## src/rtl/wb_daq_channel_pk.sv

```systemverilog
// Show-ahead word FIFO; head word visible combinationally, 0 when empty.
// Latency: a pushed word is visible at the head one cycle after the push edge.
// Backpressure: none upstream; a push into a full FIFO without a same-cycle pop is dropped and flagged.
module wb_daq_fifo #(
    parameter int W     = 32,
    parameter int DEPTH = 16,
    parameter int AW    = 4
) (
    input  logic          wb_clk,
    input  logic          wb_rst,
    input  logic          push_vld,
    input  logic [W-1:0]  push_dat,
    input  logic          pop_vld,
    output logic [W-1:0]  head_dat,
    output logic [AW:0]   count,
    output logic          empty,
    output logic          full,
    output logic          drop
);
    localparam logic [AW:0] FULL_CNT = (AW+1)'(DEPTH);

    logic [W-1:0]  mem [DEPTH];
    logic [AW-1:0] wr_ptr;
    logic [AW-1:0] rd_ptr;
    logic [AW:0]   cnt;
    logic          pop_ok;
    logic          push_ok;

    assign empty    = (cnt == '0);
    assign full     = (cnt == FULL_CNT);
    assign pop_ok   = pop_vld & ~empty;
    // A pop in the same cycle frees the slot, so full+push+pop still lands the word.
    assign push_ok  = push_vld & (~full | pop_ok);
    assign drop     = push_vld & full & ~pop_ok;
    assign count    = cnt;
    assign head_dat = empty ? '0 : mem[rd_ptr];

    // Storage write; contents need no reset because count gates visibility.
    always_ff @(posedge wb_clk) begin
        if (push_ok) begin
            mem[wr_ptr] <= push_dat;
        end
    end

    // Pointers wrap naturally since DEPTH is a power of two.
    always_ff @(posedge wb_clk) begin
        if (wb_rst) begin
            wr_ptr <= '0;
            rd_ptr <= '0;
            cnt    <= '0;
        end else begin
            if (push_ok) begin
                wr_ptr <= wr_ptr + 1'b1;
            end
            if (pop_ok) begin
                rd_ptr <= rd_ptr + 1'b1;
            end
            case ({push_ok, pop_ok})
                2'b10:   cnt <= cnt + 1'b1;
                2'b01:   cnt <= cnt - 1'b1;
                default: cnt <= cnt;
            endcase
        end
    end
endmodule

// DAQ channel: decimate ADC samples, pack into 32-bit words, buffer, drain bursts of N words.
// Latency: word count rises the cycle after the completing strobe; start_sram rises one cycle after count>=N is seen.
// Backpressure: none toward the ADC; words arriving at a full FIFO are dropped and overflow is latched.
module wb_daq_channel_pk #(
    parameter int SAMPLE_WIDTH = 8,
    parameter int FIFO_DEPTH   = 16,
    parameter int AW           = 4
) (
    input  logic                    wb_clk,
    input  logic                    wb_rst,
    input  logic                    master_enable,
    input  logic [31:0]             control,
    input  logic [AW:0]             fifo_number_samples_terminal,
    input  logic [SAMPLE_WIDTH-1:0] adc_data_out,
    input  logic                    adc_data_ready,
    input  logic                    data_done,
    output logic [31:0]             data_out,
    output logic                    start_sram,
    output logic                    fifo_empty,
    output logic                    fifo_full,
    output logic [AW:0]             fifo_count,
    output logic                    overflow
);
    localparam int LANES = 32 / SAMPLE_WIDTH;
    localparam int LW    = (LANES > 1) ? $clog2(LANES) : 1;
    localparam logic [LW-1:0] LAST_LANE = LW'(LANES - 1);
    localparam logic [AW:0]   MAX_N     = (AW+1)'(FIFO_DEPTH);

    typedef enum logic {
        S_IDLE,
        S_BURST
    } state_t;

    logic          en;
    logic [7:0]    dec_factor;
    logic          ovf_clr;
    logic          ctrl_unused;
    logic [7:0]    dec_cnt;
    logic [LW-1:0] lane;
    logic [31:0]   word_q;
    logic [31:0]   pack_word;
    logic          accept;
    logic          push_vld;
    logic          pop_vld;
    logic          drop;
    logic          n_ok;
    state_t        state_q;
    state_t        state_d;
    logic [AW:0]   burst_left_q;
    logic [AW:0]   burst_left_d;

    assign en          = master_enable & control[0];
    assign ovf_clr     = control[1];
    assign dec_factor  = control[15:8];
    assign ctrl_unused = ^{control[31:16], control[7:2]};

    assign accept   = en & adc_data_ready & (dec_cnt == 8'd0);
    assign push_vld = accept & (lane == LAST_LANE);
    assign n_ok     = (fifo_number_samples_terminal != '0) &&
                      (fifo_number_samples_terminal <= MAX_N);

    // Drop the current sample into its lane; the first sample of a word lands in the LSBs.
    always_comb begin
        pack_word = word_q;
        pack_word[lane*SAMPLE_WIDTH +: SAMPLE_WIDTH] = adc_data_out;
    end

    // Decimation and lane tracking; disabling the channel discards the partial word.
    always_ff @(posedge wb_clk) begin
        if (wb_rst || !en) begin
            dec_cnt <= 8'd0;
            lane    <= '0;
            word_q  <= '0;
        end else if (adc_data_ready) begin
            if (dec_cnt == 8'd0) begin
                dec_cnt <= dec_factor;
                word_q  <= pack_word;
                lane    <= (lane == LAST_LANE) ? '0 : lane + 1'b1;
            end else begin
                dec_cnt <= dec_cnt - 8'd1;
            end
        end
    end

    wb_daq_fifo #(
        .W     (32),
        .DEPTH (FIFO_DEPTH),
        .AW    (AW)
    ) u_fifo (
        .wb_clk   (wb_clk),
        .wb_rst   (wb_rst),
        .push_vld (push_vld),
        .push_dat (pack_word),
        .pop_vld  (pop_vld),
        .head_dat (data_out),
        .count    (fifo_count),
        .empty    (fifo_empty),
        .full     (fifo_full),
        .drop     (drop)
    );

    // Burst sequencing: N is latched on entry, each data_done consumes one head word.
    always_comb begin
        state_d      = state_q;
        burst_left_d = burst_left_q;
        pop_vld      = 1'b0;
        case (state_q)
            S_IDLE: begin
                if (n_ok && (fifo_count >= fifo_number_samples_terminal)) begin
                    state_d      = S_BURST;
                    burst_left_d = fifo_number_samples_terminal;
                end
            end
            S_BURST: begin
                if (data_done) begin
                    pop_vld      = 1'b1;
                    burst_left_d = burst_left_q - (AW+1)'(1);
                    if (burst_left_q == (AW+1)'(1)) begin
                        state_d = S_IDLE;
                    end
                end
            end
            default: state_d = S_IDLE;
        endcase
    end

    // FSM state plus a registered burst request that follows the next state.
    always_ff @(posedge wb_clk) begin
        if (wb_rst) begin
            state_q      <= S_IDLE;
            burst_left_q <= '0;
            start_sram   <= 1'b0;
        end else begin
            state_q      <= state_d;
            burst_left_q <= burst_left_d;
            start_sram   <= (state_d == S_BURST);
        end
    end

    // Sticky overflow; a new drop outranks a concurrent clear.
    always_ff @(posedge wb_clk) begin
        if (wb_rst) begin
            overflow <= 1'b0;
        end else if (drop) begin
            overflow <= 1'b1;
        end else if (ovf_clr) begin
            overflow <= 1'b0;
        end
    end
endmodule

```

## config.mk

```make
export PLATFORM = sky130hd
export DESIGN_NAME = wb_daq_channel_pk
export DESIGN_NICKNAME = d
export VERILOG_FILES = /design/src/rtl/wb_daq_channel_pk.sv
export SDC_FILE = /design/constraint.sdc
export NUM_CORES = 1
export LEC_CHECK = 0
export CAP_MARGIN = 20
export CORE_MARGIN = 1.5
export CORE_UTILIZATION = 61
export CTS_CLUSTER_DIAMETER = 150
export DETAILED_ROUTE_END_ITERATION = 8
export PLACE_DENSITY_LB_ADDON = 0.12
export SETUP_SLACK_MARGIN = 0.02
export SLEW_MARGIN = 40
export SYNTH_ARGS = -nofsm -noshare
export SYNTH_HDL_FRONTEND = slang
export SYNTH_SLANG_ARGS = --single-unit
```

## constraint.sdc

```tcl
create_clock -name wb_clk -period 9.2 [get_ports wb_clk]
set_clock_uncertainty 0.15 [all_clocks]
set_input_delay 2.76 -clock wb_clk [delete_from_list [all_inputs] [get_ports wb_clk]]
set_output_delay 2.76 -clock wb_clk [all_outputs]
set_load 0.005 [all_outputs]
```

# Word level (Yosys, flattened, before mapping)
# Memory sizes are Yosys's and may differ from the RTL's. A register that Yosys moved wholly into a read port is not among the register bits.
# Index checks and enable logic that the tools add are counted.
[totals] register_bits=62 mem_bits_rw=512 input_bits=50 output_inout_bits=41 word_cells=73 n_memories=1
[mem_list] name="u_fifo.mem" depth=16 word_bits=32 read_ports=1 rd_clocked_by_memory_dff=1 wr=1 line="22" source="logic [W-1:0] mem [DEPTH];"
[classes] n_addsub=8 n_lt_le_gt_ge=2 eq_ne=7 shifts=2 n_mux=20 bitwise_logic=13 reduce_logical=11
[op_table] cell="$neg 5->34" count=1
[op_table] cell="$shift 8x34->32 const A" count=1
[op_table] cell="$shiftx 8x34->32" count=1
[op_table] cell="$bwmux 32" count=1
[op_table] cell="$mux 32" count=1
[op_table] cell="$pmux 5 s2" count=2
[op_table] cell="$mux 5" count=2
[op_table] cell="$sub 5x1->5 const B" count=2
[op_table] cell="$mux 1" count=9
[op_table] cell="$add 4x1->4 const B" count=2
[op_table] cell="$and 1x1->1" count=8
[op_table] cell="$logic_not 8->1" count=1
[op_table] cell="$mux 4" count=2
[op_table] cell="$mux 8" count=1
[op_table] cell="$sub 8x1->8 const B" count=1
[op_table] cell="$add 5x1->5 const B" count=1
[op_table] cell="$eq 5x1->1 const B" count=1
[op_table] cell="$eq 5x5->1 const B" count=1
[op_table] cell="$ge 5x5->1" count=1
[op_table] cell="$le 5x5->1 const B" count=1
[op_table] cell="$logic_not 5->1" count=1
[op_table] cell="$reduce_bool 5->1" count=1
[op_table] cell="$eq 2x2->1 const B" count=2
[op_table] cell="$ne 2x2->1 const B" count=2
[op_table] cell="11 further kinds" count=17

# Longest topological paths before layout
# Gate-level depths: netlist of run 1.
[depth] word_depth=7 mapped_depth=12 depth_no_buf=12

# By module
# Synthesis of run 1 repeated with hierarchy kept, for this count alone.
[unflattened] cells_unflattened=1228 area_unflattened_um2=23159.7
[by_module_without_submodules] module="wb_daq_fifo" n_inst=1 cells_each=867 area_each_um2=20397.1 seq_area_each_um2=15715.1
[by_module_without_submodules] module="wb_daq_channel_pk" n_inst=1 cells_each=361 area_each_um2=2762.6 seq_area_each_um2=980.9

# Least setup slack after synthesis of run 1
# No wires, ideal clock.
[synth_timing] path_kind="input to register" start="in adc_data_ready" end="mem u_fifo.mem[0][0] (enable)" setup_ps=502 arrival_time_ps=6618 required_time_ps=8548 slack_ps=1931 stages=4 n_path_buf=0 path_cell_list="nand4bb_1 nor4_4 nand2_1 nor4_1"
[synth_between] elab_chain_cells=6
[synth_lines] element="start: declaration" line="81" source="input logic adc_data_ready,"
[synth_lines] element="$and 1x1->1 (2 in series)" line="123" source="assign accept = en & adc_data_ready & (dec_cnt == 8'd0);"
[synth_lines] element="$and 1x1->1" line="124" source="assign push_vld = accept & (lane == LAST_LANE);"
[synth_lines] element="$and 1x1->1" line="33" source="assign push_ok = push_vld & (~full | pop_ok);"
[synth_lines] element="$mux 1" line="40" source="if (push_ok) begin"
[synth_lines] element="$mux 1 (implied by the code)" line="41" source="mem[wr_ptr] <= push_dat;"
[synth_lines] element="end: declaration" line="22"
# Every way passes these cells.

==> impl_metrics.json, run 1 <==
{
  "p_clk_share_pct": 41.4,
  "slew_viol_final": 0,
  "hold-path-cell-count": 2,
  "layout_commonest_cell": "edfxtp_1",
  "final_util_pct": 69.8,
  "yosysWarnings": 0,
  "hold_viol_final": 0,
  "antenna_found_initial": 1,
  "clock_sinks": 578,
  "crit_family": "buffers and inverters",
  "status": "completed",
  "ant_nets": 0,
  "fin_cells": 1887,
  "grt_pass1_vias": 11700,
  "cp_max_fo": 40,
  "reg2reg_depth": 7,
  "layout_common_cells": "edfxtp_1, mux4_2, inv_1, clkdlybuf4s50_1, dfxtp_1",
  "cap_violations": 0,
  "total_power_mw": 5.05,
  "h-tree-depth": 2,
  "worstMarginPinSlew_ps": 768,
  "cts_resized": 0,
  "worstPathRequired_ps": 6290,
  "syn_to_final_growth_pct": 13.2,
  "start_util_pct": 61.7,
  "top_layer": "met5",
  "power_density_nw_per_um2": 193,
  "power.share.sequential_pct": 56.6,
  "place_area_um2": 24500,
  "cp_slowest_cell": "dfxtp_4",
  "wl_per_cell_um": 25.5,
  "cts_buffers": 55,
  "hold_buffers": 0,
  "cts_tree": "done",
  "drt_first_pass_iters": 5,
  "rows": 71,
  "final_area_um2": 26200,
  "post_cts_buffers": 0,
  "ys_types": 51,
  "placed_cells": 1786,
  "netlist_area_um2": 23100,
  "die_area_um2": 39100,
  "die_h_um": 198,
  "critical_path.cell_chain": "buf_12 > buf_4 > mux4_2 > mux4_2 > nor2b_1 > clkdlybuf4s50_1",
  "wl_met2_um": 24500,
  "vias": 11700,
  "core_um2": 37500,
  "dp_hpwl_um": 25900,
  "p_leak_nw": 7.55,
  "met3_length_um": 3150,
  "place.gp.congestion": 0.811,
  "synth_nets": 1313,
  "wirelength_um": 48200,
  "clock_latency_ps": 610,
  "grt_setup_unrepaired": "no",
  "num_antenna_cells": 0,
  "ys_ff_latch": 578,
  "seq_area_frac_synth_pct": 72.2,
  "ir_drop_mv": 0.161,
  "pwr-share-comb_pct": 2.0,
  "critPathBufInv": 3,
  "dieWidth_um": 198,
  "max_freq_mhz": 151,
  "clockRootBuffer": "clkbuf_16",
  "setup_viol": 0,
  "timing.hold.ws_ps": 343,
  "wl_met1_um": 19800,
  "switching_share_pct": 19.8,
  "synthCells": 1243,
  "path_depth": 6,
  "clk_pin_slew_ps": 60,
  "grt_max_degree": 77,
  "period_share_pct": 72.0,
  "cp.arrival_ps": 3720,
  "cts_max_path_buffers": 3,
  "drc": 0,
  "post-route-min-period_ps": 6630,
  "critPathMaxStageDelay_ps": 660,
  "cp-start-kind": "register",
  "crit_type": "reg2out",
  "hold_class": "reg2reg",
  "relSlewSlack_pct": 48.0,
  "drive_gt1_share_pct": 21.5,
  "track_usage_pct": 25.8,
  "grt_pass1_wl_um": 72200,
  "end_kind": "output port",
  "synth.avg_cell_area_um2": 18.6,
  "drtIter0Drc": 1018,
  "io_buffers": 68,
  "async_flop_share_pct": 0,
  "setup-tns-final_ps": 0,
  "preCtsSetupSlack_ps": 2670,
  "synth_ff_type": "edfxtp_1",
  "nets": 1402,
  "synth_enable_flop_cells": 512,
  "via_per_inst": 6.18,
  "p_int_mw": 4.05,
  "switching_power_mw": 0.998,
  "io_pins": 91,
  "cpMostUsedCell": "mux4_2",
  "fin_ws_ps": 2570,
  "overflow": 0
}
## power by group through the flow
stage	combinational, mW	clock [mW]	sequential, mW
floorplan	0.0647	0	2.91
global route	0.114	2.22	2.85
global placement	0.0970	0	2.91
finish	0.102	2.09	2.85
detailed placement	0.101	0	2.91
CTS	0.101	2.12	2.85
## path summary, 6_finish.rpt
path,start,end,slack [ps]
worst max-delay path,register,data_out[4],2570
worst max register to register,lane[0]$_SDFFE_PP0P_,u_fifo.mem[11][30]$_DFFE_PP_,5090
worst min register to register,word_q[30]$_SDFFE_PP0P_,word_q[30]$_SDFFE_PP0P_,340
worst min-delay path,word_q[30]$_SDFFE_PP0P_,word_q[30]$_SDFFE_PP0P_,340
## area by class of cell
class,count,area (um^2)
inverter,84,315
clock inverter,15,93.8
sequential,578,16700
fill,2428,11300
timing repair buffer,98,933
multi-input combinational,515,5920
clock buffer,86,1560
tap,511,639
## registers in the layout (all words and copies together), names as in the netlist, named ones only
register	count
u_fifo.mem	512
word_q	32
dec_cnt	8
burst_left_q	5
u_fifo.count	5
u_fifo.rd_ptr	4
u_fifo.wr_ptr	4
lane	2
overflow	1
state_q	1
## cells in the mapped netlist (3+ instances only)
| cell | count | area [um^2] |
|---|---|---|
| nand4_1 | 3 | 18.8 |
| a31oi_1 | 4 | 25.0 |
| inv_1 | 84 | 315 |
| o21a_1 | 32 | 240 |
| nor3_1 | 7 | 35.0 |
| o21ai_0 | 8 | 40.0 |
| xnor2_1 | 4 | 35.0 |
| mux2i_1 | 4 | 40.0 |
| buf_1 | 7 | 26.3 |
| edfxtp_1 | 512 | 15400 |
| clkbuf_1 | 42 | 158 |
| nand2_1 | 51 | 191 |
| dfxtp_1 | 66 | 1320 |
| mux4_2 | 160 | 3600 |
| nor2_1 | 66 | 248 |
| buf_2 | 16 | 80.1 |
| nor2b_1 | 33 | 206 |
| xor2_1 | 8 | 70.1 |
| ha_1 | 20 | 250 |
| a211oi_1 | 35 | 263 |
| or3_1 | 5 | 31.3 |
| nor4_1 | 10 | 62.6 |
| a21oi_1 | 16 | 80.1 |
| nand3_1 | 8 | 40.0 |
| or4_1 | 3 | 22.5 |
| and2_1 | 11 | 68.8 |
## per-layer routing
metal  GRT usage, %  vias up
met1           36.2     6065
met5              0        -
met2           43.5      446
li1               -     5090
met4           6.19        2
met3           3.67       62
## cell families after synthesis
logic type                 Yosys count  synth area share [%]
DFF                                578                  72.2
adders and majority gates           20                  1.08
xor gates and xnor gates            12                 0.455
muxes                              165                  15.8
AOI/OAI and AO/OA                  110                  3.39
and+or+nand+nor                    208                  4.50
buffers and inverters              150                  2.55
## worst min-delay path: cells and delay by family, from the launching register on
family	cells	cell delay [ps]
DFF	1	310
AOI/OAI and AO/OA	1	50
and+or+nand+nor	1	90
(Power assumes the default switching activity.)
==> run 2: changes to the inputs <==
==> constraint.sdc (replaced) <==
create_clock -name wb_clk -period 6.6 [get_ports wb_clk]
set_clock_uncertainty 0.15 [all_clocks]
set_input_delay 1.98 -clock wb_clk [delete_from_list [all_inputs] [get_ports wb_clk]]
set_output_delay 1.98 -clock wb_clk [all_outputs]
set_load 0.005 [all_outputs]
==> run 2 against run 1 <==
Critical path depth decreased by 1. Core utilization increased by 1.1 points. Sequential share of layout area decreased by 0.94 points. First-iteration DRC count increased by 11%. Final cell count increased by 0.69%.
==> impl_metrics.json, run 2 (synthesis results as in run 1) <==
{
  "p_leak_nw": 7.75,
  "slew_viol_final": 0,
  "die_h_um": 198,
  "drive_gt1_share_pct": 23.3,
  "grt_pass1_vias": 11700,
  "fin_ws_ps": 1010,
  "reg2reg_depth": 7,
  "h-tree-depth": 2,
  "rr_startpoint": "lane[0]$_SDFFE_PP0P_",
  "cpMostUsedCell": "mux4_2",
  "ir_drop_mv": 0.194,
  "ant_nets": 0,
  "place.gp.congestion": 0.800,
  "grt_max_degree": 77,
  "max_freq_mhz": 179,
  "setup-tns-final_ps": 0,
  "clock_latency_ps": 590,
  "status": "completed",
  "grt_pass1_wl_um": 71900,
  "clock_sinks": 578,
  "worstPathRequired_ps": 4470,
  "crit_path_end": "data_out[3]",
  "relSlewSlack_pct": 47.6,
  "cp_slowest_cell": "dfxtp_4",
  "wirelength_um": 47900,
  "setup_viol": 0,
  "syn_to_final_growth_pct": 14.9,
  "period_share_pct": 84.7,
  "top_regs": "u_fifo.mem x512, word_q x32, dec_cnt x8",
  "post_cts_buffers": 0,
  "cts_max_path_buffers": 3,
  "io_buffers": 68,
  "io_pins": 91,
  "nets": 1413,
  "path_depth": 5,
  "end_kind": "output port",
  "vias": 11700,
  "via_per_inst": 6.14,
  "cts_resized": 0,
  "dp_hpwl_um": 27700,
  "start_util_pct": 61.7,
  "layout_commonest_cell": "edfxtp_1",
  "worstMarginPinSlew_ps": 787,
  "crit_family": "multiplexers",
  "grt_setup_unrepaired": "no",
  "cts_buffers": 55,
  "overflow": 0,
  "die_area_um2": 39100,
  "clockRootBuffer": "clkbuf_16",
  "hold_class": "reg2reg",
  "dieWidth_um": 198,
  "clk_pin_slew_ps": 60,
  "antenna_found_initial": 3,
  "critical_path.cell_chain": "buf_12 > mux4_2 > mux4_2 > nor2b_1 > clkdlybuf4s50_1",
  "cp-start-kind": "register",
  "drc": 0,
  "cp.arrival_ps": 3460,
  "hold_viol_final": 0,
  "hold_buffers": 0,
  "fill_cells": 2396,
  "rows": 71,
  "timing.hold.ws_ps": 332,
  "drt_first_pass_iters": 5,
  "cts_tree": "done",
  "power_density_nw_per_um2": 276,
  "crit_type": "reg2out",
  "core_um2": 37500,
  "post-route-min-period_ps": 5590,
  "preCtsSetupSlack_ps": 988,
  "largest-register": "u_fifo.mem",
  "wl_per_cell_um": 25.2,
  "cp_max_fo": 53,
  "drtIter0Drc": 1133,
  "cap_violations": 0,
  "track_usage_pct": 25.6,
  "critPathMaxStageDelay_ps": 660,
  "layout_common_cells": "edfxtp_1, mux4_2, inv_1, clkdlybuf4s50_1, dfxtp_1",
  "critPathBufInv": 2,
  "largest_register_ffs": 512,
  "r2r-end": "u_fifo.mem[4][21]$_DFFE_PP_",
  "rrSetupSlack_ps": 2650
}
run 2: cell count changes in the layout (fill, tap and decap cells not counted), moves of 2 or more:
cell,change
clkbuf_1,-17
clkinv_2,+9
bufinv_16,+8
buf_4,+6
buf_12,+5
clkinvlp_4,+4
buf_16,+2
buf_6,-2
clkinv_4,-2
run 2: worst register-to-register path: stages, from the launching register on:
cell,delay [ps]
dfxtp_1,530
ha_1,560
nand3_1,240
nor4_4,440
nand2_1,330
nor3b_1,410
and2_2,680
buf_4,320
run 2: metal layers:
layer / vias to the layer above / wire (um) / track usage, %
met1: 6034 / 20000 / 37.5
li1: 5105 / - / -
met3: 84 / 3170 / 3.77
met2: 440 / 23600 / 40.4
met4: 4 / 1150 / 8.26
met5: - / 30 / 0
run 2: per-stage QoR:
stage | utilization [%] | power (mW) | instances | area, um^2
floorplan | - | 4.15 | 1243 | 23100
global placement | 65.7 | 4.19 | 1795 | 24600
CTS | 70.8 | 7.38 | 1899 | 26600
global route | 70.9 | 7.53 | 1899 | 26600
detailed placement | 65.9 | 4.20 | 1797 | 24700
finish | 70.9 | 7.34 | 1900 | 26600
run 2: area by class of cell:
class / instances / area, um^2 / area share (%)
Clock buffer: 69 / 1490 / 5.60
Inverter: 84 / 315 / 1.19
Sequential cell: 578 / 16700 / 62.9
Clock inverter: 33 / 373 / 1.40
Antenna cell: 1 / 2.50 / 0.00942
Timing Repair Buffer: 109 / 1110 / 4.18
Tap cell: 511 / 639 / 2.41
Multi-Input combinational cell: 515 / 5930 / 22.3
run 2: worst min-delay path by stage:
stage	slack (ps)	startpoint	depth (start not counted)	endpoint
after floorplan	300	burst_left_q[1]$_SDFFE_PP0P_	2	burst_left_q[1]$_SDFFE_PP0P_
after global placement	320	burst_left_q[1]$_SDFFE_PP0P_	2	burst_left_q[1]$_SDFFE_PP0P_
after detailed placement	330	burst_left_q[1]$_SDFFE_PP0P_	2	burst_left_q[1]$_SDFFE_PP0P_
after CTS	340	burst_left_q[1]$_SDFFE_PP0P_	2	burst_left_q[1]$_SDFFE_PP0P_
after global routing	360	burst_left_q[1]$_SDFFE_PP0P_	2	burst_left_q[1]$_SDFFE_PP0P_
final	330	burst_left_q[1]$_SDFFE_PP0P_	2	burst_left_q[1]$_SDFFE_PP0P_
run 2: report_power, final:
group / internal, mW / switching [mW] / total (mW)
Clock: 1.91 / 1.31 / 3.22
Sequential: 3.97 / 0.00594 / 3.98
Combinational: 0.0437 / 0.0984 / 0.142
==> run 3: changes to the inputs <==
--- a/config.mk
+++ b/config.mk
@@ -7,7 +7,7 @@
 export LEC_CHECK = 0
 export CAP_MARGIN = 20
 export CORE_MARGIN = 1.5
-export CORE_UTILIZATION = 61
+export CORE_UTILIZATION = 55
 export CTS_CLUSTER_DIAMETER = 150
 export DETAILED_ROUTE_END_ITERATION = 8
 export PLACE_DENSITY_LB_ADDON = 0.12
==> constraint.sdc (replaced) <==
create_clock -name wb_clk -period 4.6 [get_ports wb_clk]
set_clock_uncertainty 0.15 [all_clocks]
set_input_delay 1.38 -clock wb_clk [delete_from_list [all_inputs] [get_ports wb_clk]]
set_output_delay 1.38 -clock wb_clk [all_outputs]
set_load 0.005 [all_outputs]
==> run 3 against run 2 <==
Clock power is 41% higher. Sequential share of layout area is 1.0 points lower. Clock-buffer cell count rose by 2. Worst setup slack worse by 930 ps. Die area up 11%. Combinational power up 49%. Critical endpoint is now data_out[12]. Largest power group unchanged.
==> impl_metrics.json, run 3 (synthesis results as in run 1) <==
{
  "layout_common_cells": "edfxtp_1, mux4_2, inv_1, dfxtp_1, nor2_1",
  "clock_latency_ps": 620,
  "crit_type": "reg2out",
  "period_share_pct": 98.2,
  "io_buffers": 68,
  "placed_cells": 1825,
  "top_regs": "u_fifo.mem x512, word_q x32, dec_cnt x8",
  "die_h_um": 208,
  "clock_sinks": 578,
  "grt_setup_unrepaired": "no",
  "vias": 11800,
  "fin_cells": 1952,
  "hold_buffers": 0,
  "reg2reg_depth": 7,
  "wirelength_um": 49500,
  "cp_max_fo": 14,
  "grt_max_degree": 69,
  "worstPathRequired_ps": 3070,
  "power_density_nw_per_um2": 388,
  "dieWidth_um": 208,
  "start_util_pct": 56.2,
  "min_from": "burst_left_q[1]$_SDFFE_PP0P_",
  "status": "completed",
  "fill_cells": 2834,
  "relSlewSlack_pct": 46.9,
  "rr_startpoint": "lane[0]$_SDFFE_PP0P_",
  "dp_hpwl_um": 26400,
  "antenna_found_initial": 2,
  "drc": 0,
  "cp.arrival_ps": 2990,
  "layout_commonest_cell": "edfxtp_1",
  "rrSetupSlack_ps": 990,
  "post-route-min-period_ps": 4520,
  "final_util_pct": 65.7,
  "cts_max_path_buffers": 3,
  "largest_register_ffs": 512,
  "hold-path-cell-count": 2,
  "preCtsSetupSlack_ps": 301,
  "drive_gt1_share_pct": 24.0,
  "cts_buffers": 56,
  "setup_viol": 0,
  "die_area_um2": 43300,
  "nets": 1441,
  "hold_viol_final": 0,
  "ir_drop_mv": 0.319,
  "drtIter0Drc": 1186,
  "end_kind": "output port",
  "hold_class": "reg2reg",
  "h-tree-depth": 2,
  "fin_ws_ps": 83.2,
  "track_usage_pct": 23.3,
  "via_per_inst": 6.03,
  "place.gp.congestion": 0.758,
  "core_um2": 41100,
  "wl_per_cell_um": 25.4,
  "drt_first_pass_iters": 5,
  "overflow": 0,
  "grt_pass1_wl_um": 73800,
  "grt_pass1_vias": 11900,
  "p_leak_nw": 8.26,
  "r2r-end": "u_fifo.mem[4][1]$_DFFE_PP_",
  "slew_viol_final": 0,
  "cp-start-kind": "register",
  "cap_violations": 0,
  "clk_pin_slew_ps": 60,
  "ant_nets": 0,
  "max_freq_mhz": 221,
  "worstMarginPinSlew_ps": 794,
  "rows": 74,
  "min_delay_worst_endpoint": "burst_left_q[1]$_SDFFE_PP0P_",
  "cts_tree": "done",
  "setup-tns-final_ps": 0,
  "io_pins": 91,
  "syn_to_final_growth_pct": 16.8,
  "clockRootBuffer": "clkbuf_16",
  "largest-register": "u_fifo.mem"
}
run 3: changes by cell type in the layout (fill, tap and decap cells not counted), moves of 7 or more:
cell / previous run / this run
dlymetal6s2s_1: 0 / 14
clkinv_1: 5 / 12
buf_4: 32 / 41
buf_12: 7 / 18
dlygate4sd2_1: 0 / 15
clkdlybuf4s50_1: 67 / 38
run 3: critical path, stage by stage (launching register included):
cell and delay, ps:
dfxtp_4 380, buf_12 120, buf_12 140, buf_16 160, buf_12 120, mux4_2 500, mux4_2 510, nor2b_1 140
dlygate4sd2_1 280
run 3: layout make-up:
type	instances	area, um^2	area share (%)
clock buffers	71	1500	5.56
repair buffers	136	1560	5.78
multi-input cells	515	5920	21.9
inverters	84	315	1.17
clock inverters	34	325	1.20
diodes	2	5.00	0.0185
flip-flops and latches	578	16700	61.9
well taps	532	666	2.47
run 3: through the flow:
| stage | cell area [um^2] | hold WS [ps] | power [mW] |
|---|---|---|---|
| 3_5_place_dp | 24900 | 327 | 6.03 |
| 4_1_cts | 26800 | 337 | 10.6 |
| 2_1_floorplan | 23100 | 303 | 5.95 |
| 3_3_place_gp | 24900 | 320 | 6.02 |
| 5_1_grt | 27000 | 359 | 10.8 |
| 6_report | 27000 | 333 | 10.5 |
run 3: repair_timing:
| item | CTS | global route |
|---|---|---|
| setup buffers | 5 | 13 |
| gates cloned | 1 | 1 |
| gates resized for setup | 22 | 17 |
| setup endpoints to repair | 27 | 11 |
| endpoints found under the hold margin | 0 | 0 |
run 3: layer usage:
metal	vias to the layer above	routed length, um	part of all wire, %	global-route usage, %
met1	6185	21100	43	33.4
li1	5173	-	-	-
met2	354	24600	50	37.8
met3	66	2810	5.7	3.46
met4	0	990	2.0	7.07
met5	-	0	0	0
run 3: worst max path at each step:
stage	start	end	slack (ps)	depth (start not counted)
3_3_place_gp	control[0]	u_fifo.mem[4][24]$_DFFE_PP_	340	7
5_1_grt	register	data_out[12]	7	8
2_1_floorplan	adc_data_ready	u_fifo.mem[0][0]$_DFFE_PP_	-1290	4
3_5_place_dp	control[0]	u_fifo.mem[4][25]$_DFFE_PP_	300	7
6_report	register	data_out[12]	80	8
4_1_cts	register	data_out[14]	10	6
run 3: power by group:
part | switching (mW) | leakage [nW] | internal (mW) | total, mW
Sequential | 0.00812 | 4.61 | 5.70 | 5.71
Clock | 1.91 | 0.892 | 2.64 | 4.55
Combinational | 0.145 | 2.75 | 0.0673 | 0.212
